File: src/rtl/instruction_fetch_unit.sv
// Instruction fetch unit: PC sequencing, ROM fetch into an instruction register,
// decoder back-pressure, jump/call/return with a return-address stack, and halt.
module instruction_fetch_unit #(
   parameter int unsigned ADDR_WIDTH  = 8,
   parameter int unsigned INSTR_WIDTH = 16,
   parameter int unsigned STACK_DEPTH = 4
) (
   input  logic                   Clock,
   input  logic                   Reset_n,
   output logic [ADDR_WIDTH-1:0]  Address_Instruction_Bus,
   input  logic [INSTR_WIDTH-1:0] Instruction,
   output logic [INSTR_WIDTH-1:0] Instruction_Register,
   output logic                   Instruction_Valid,
   input  logic                   Decode_Ready,
   input  logic                   Jump_Enable,
   input  logic                   Call_Enable,
   input  logic                   Return_Enable,
   input  logic [ADDR_WIDTH-1:0]  Jump_Address,
   input  logic                   Halt,
   input  logic                   Resume,
   output logic                   Halted,
   output logic                   Stack_Error,
   output logic [ADDR_WIDTH-1:0]  Program_Counter
);

   localparam int unsigned SP_W  = $clog2(STACK_DEPTH + 1);
   localparam int unsigned IDX_W = (STACK_DEPTH > 1) ? $clog2(STACK_DEPTH) : 1;

   typedef enum logic [1:0] {
      FETCH  = 2'd0,
      STALL  = 2'd1,
      HALTED = 2'd2
   } state_t;

   state_t                 state;
   logic [ADDR_WIDTH-1:0]  pc;
   logic [SP_W-1:0]        sp;
   logic [ADDR_WIDTH-1:0]  stack_mem [STACK_DEPTH];

   logic                   active_c;
   logic                   stack_full_c;
   logic                   stack_empty_c;
   logic                   push_c;
   logic [IDX_W-1:0]       push_idx_c;
   logic [IDX_W-1:0]       top_idx_c;

   assign active_c      = (state != HALTED);
   assign stack_full_c  = (sp == SP_W'(STACK_DEPTH));
   assign stack_empty_c = (sp == '0);
   assign push_idx_c    = IDX_W'(sp);
   assign top_idx_c     = IDX_W'(sp - SP_W'(1));
   // A call only writes the stack when it wins precedence and a slot is free.
   assign push_c        = Reset_n && active_c && !Return_Enable && Call_Enable && !stack_full_c;

   assign Address_Instruction_Bus = pc;
   assign Program_Counter         = pc;

   always_ff @(posedge Clock) begin
      if (push_c) begin
         stack_mem[push_idx_c] <= pc;
      end
   end

   // Control flow and fetch sequencing.
   always_ff @(posedge Clock) begin
      if (!Reset_n) begin
         state                <= FETCH;
         pc                   <= '0;
         sp                   <= '0;
         Instruction_Register <= '0;
         Instruction_Valid    <= 1'b0;
         Stack_Error          <= 1'b0;
         Halted               <= 1'b0;
      end else begin
         case (state)
            HALTED: begin
               if (Resume) begin
                  state  <= FETCH;
                  Halted <= 1'b0;
               end
            end
            default: begin
               if (Return_Enable) begin
                  state             <= FETCH;
                  Instruction_Valid <= 1'b0;
                  if (!stack_empty_c) begin
                     pc <= stack_mem[top_idx_c];
                     sp <= sp - SP_W'(1);
                  end else begin
                     Stack_Error <= 1'b1;
                  end
               end else if (Call_Enable) begin
                  state             <= FETCH;
                  Instruction_Valid <= 1'b0;
                  pc                <= Jump_Address;
                  if (!stack_full_c) begin
                     sp <= sp + SP_W'(1);
                  end else begin
                     Stack_Error <= 1'b1;
                  end
               end else if (Jump_Enable) begin
                  state             <= FETCH;
                  Instruction_Valid <= 1'b0;
                  pc                <= Jump_Address;
               end else if (Halt) begin
                  state             <= HALTED;
                  Halted            <= 1'b1;
                  Instruction_Valid <= 1'b0;
               end else if (!Instruction_Valid || Decode_Ready) begin
                  state                <= FETCH;
                  Instruction_Register <= Instruction;
                  Instruction_Valid    <= 1'b1;
                  pc                   <= pc + ADDR_WIDTH'(1);
               end else begin
                  state <= STALL;
               end
            end
         endcase
      end
   end

endmodule

File: config.mk
export PLATFORM = sky130hd
export DESIGN_NAME = instruction_fetch_unit
export DESIGN_NICKNAME = d
export VERILOG_FILES = /design/src/rtl/instruction_fetch_unit.sv
export SDC_FILE = /design/constraint.sdc
export NUM_CORES = 1
export LEC_CHECK = 0
export CAP_MARGIN = 10
export CORE_ASPECT_RATIO = 0.8
export CORE_MARGIN = 2
export CORE_UTILIZATION = 49
export CTS_CLUSTER_DIAMETER = 120
export DETAILED_ROUTE_END_ITERATION = 6
export PLACE_DENSITY = 0.8
export SLEW_MARGIN = 10
export SYNTH_ARGS = -nofsm -noshare
export SYNTH_HDL_FRONTEND = slang
export SYNTH_SLANG_ARGS = --single-unit
File: constraint.sdc
create_clock -name Clock -period 2.62 [get_ports Clock]
set_input_delay 0.524 -clock Clock [delete_from_list [all_inputs] [get_ports Clock]]
set_output_delay 0.524 -clock Clock [all_outputs]
set_load 0.02 [all_outputs]
==> results.ini <==
[outcome]
status=finished, final reports clean

[critical_path]
path_delay_family=buffers and inverters
end_kind=primary output
critPathKind=flip-flop to primary output
cpPeakStageDelay_ps=690
path_buf_inv=1
critPathLaunchType=flip-flop
cp_cell_sequence=clkdlybuf4s50_1
worstPathArrival_ps=1580
critPathMaxFanout=12
crit_slowest_cell=clkdlybuf4s50_1
critPathRequiredTime_ps=2100

[drt]
drcViolationCount=0
postRouteAntennaNets=0
m1WireLength_um=2970
met3_length_um=326
vias=2080
first_pass_iters=4
post_drt_via_cell_ratio=5.31
routed.top_layer=met4
drtIter0Drc=204
wire_per_inst_um=16.7
wl_met2_um=3190
finalWirelength_um=6530

[place]
dp_cells=376
finalWeightedCongestion=0.917
hpwl_um=4580
port_buffers=66
placed_area_mm2=0.00361

[synthesis]
synth_top_area_share_pct=33.8
yosysWarnings=0
ys_ff_latch=64
synth-edff-count=32
yosysSeqAreaShare_pct=56.3
syn-instance-count=236
synth_area_leader_cell=edfxtp_1
ys_types=45
synth_common_cells=dfxtp_1 (32), edfxtp_1 (32), nor2_1 (23)
syn_nets=274
syn_area_mm2=0.00285
synth-async-reset-ratio_pct=0
synth_area_leaders=edfxtp_1 (34%), dfxtp_1 (23%), mux2i_1 (6.3%)
postSynthAreaPerCell_um2=12.1
ys.flop_type=edfxtp_1

[clock_tree]
cts_buffers=9
cts_tree=done
insertion_delay_ps=340
cts_hold_buf=0
cts_setup_buffers=0
cts.sinks=64
cts.repair.resized=0
clk_path_buf_depth=2
clk_pin_slew_ps=70
htreeDepth=3
cts_root_buf=clkbuf_8

[floorplan]
io_pins=67
die_height_um=72.2
dieArea_mm2=0.00644
core_mm2=0.00553
placementRows=24
start_util_pct=51.5
fp.dieW_um=89.2

[power_and_ir_drop]
switching_share_pct=30.8
p_sw_w=0.000961
ir_drop_mv=0.691
seq_power_share_pct=41.6
comb_power_share_pct=28.7
leakage_nw=1.32
p_int_w=0.00216
p_clk_share_pct=29.7
total_power_w=0.00312
powerDensity_mw_per_mm2=815

[timing]
maxSlewHeadroom_pct=67.1
tightest_slew_ps=492
post-route-period-util_pct=80.5
finalSetupViolCount=0
fin_skew_ps=7.77
setup_tns_ps=0
period_needed_ps=2110
max_freq_mhz=474
rsz0062_at_grt=false
slew_viol_final=0
hold_viol_final=0

[min_path]
hold_class=flip-flop to flip-flop

[final_layout]
final_cell_area_mm2=0.00383
antenna-diode-count=0
fin_nets=347
final_cells=392
area_growth_syn_to_layout_pct=34.6
drive_gt1_share_pct=14.0

[global_route]
antenna_found_initial=0
grt.total_usage_pct=21.6
grt_pass1_wl_um=10300
overflow=0
grt_pass1_vias=2029
grt_max_degree=29

[run]
max_cap_violations=0

==> per-stage QoR <==
step	utilization, %	worst slack, ps	hold slack (ps)
final	69.3	511	476
after global routing	69.3	435	507
after CTS	69.3	497	477
after detailed placement	65.4	314	464
after global placement	65.4	373	450
after floorplan	-	452	502
==> layout make-up <==
cell class              instances  area (µm²)
clock buffers                   9         124
multi-input cells             149        1110
repair buffers                 81         786
inverters                       4        15.0
clock inverters                 7        96.3
fillers                       415        1690
flip-flops and latches         64        1600
well taps                      78        97.6
==> cell families (layout without fill, tap and decap cells) <==
kind of cell / after synthesis / count (layout) / synth area share, %
AO/OA/AOI/OAI: 40 / 40 / 9.28
XOR/XNOR: 4 / 4 / 1.23
adder cells (fa/ha/maj): 6 / 6 / 2.64
buffers and inverters: 23 / 101 / 4.70
flip-flops: 64 / 64 / 56.3
multiplexers: 27 / 27 / 13.1
AND/OR/NAND/NOR: 72 / 72 / 12.8
==> placed cells by master, fill, tap and decap left out, types with 8 or more instances in the layout <==
master           instances
edfxtp_1                32
dfxtp_1                 32
a21oi_1                 12
buf_4                   14
clkbuf_8                 9
mux4_2                   8
nand2_1                 17
clkdlybuf4s50_1         66
mux2i_1                 18
nor2_1                  23
==> routing by layer <==
layer,GRT usage [%],up-vias
met2,32.5,62
met5,0,-
met1,30.3,999
li1,-,1015
met3,6.48,4
met4,6.97,0
==> power by group through the flow <==
| stage | Combinational [W] | Sequential (W) | Clock, W |
|---|---|---|---|
| floorplan | 0.000533 | 0.00134 | 0 |
| global placement | 0.000874 | 0.00131 | 0 |
| detailed placement | 0.000891 | 0.00132 | 0 |
| CTS | 0.000902 | 0.00130 | 0.000947 |
| global route | 0.000968 | 0.00131 | 0.000989 |
| finish | 0.000896 | 0.00130 | 0.000928 |
==> registers in the layout, indices dropped and copies added (netlist names) <==
| signal | count |
|---|---|
| sp | 3 |
| Instruction_Register | 16 |
| stack_mem | 32 |
| Stack_Error | 1 |
| Address_Instruction_Bus | 8 |
| state | 2 |
| Halted | 1 |
| Instruction_Valid | 1 |
==> path summary, 6_finish.rpt <==
kind	end	start	slack (ps)	cells past startpoint
max	Program_Counter[0]	Address_Instruction_Bus[0]	510	1
min	Halted	Halted	480	2
min reg2reg	Halted	Halted	480	2
max reg2reg	stack_mem[3][5]	sp[1]	750	5
Power figures use the tool's default switching activity.
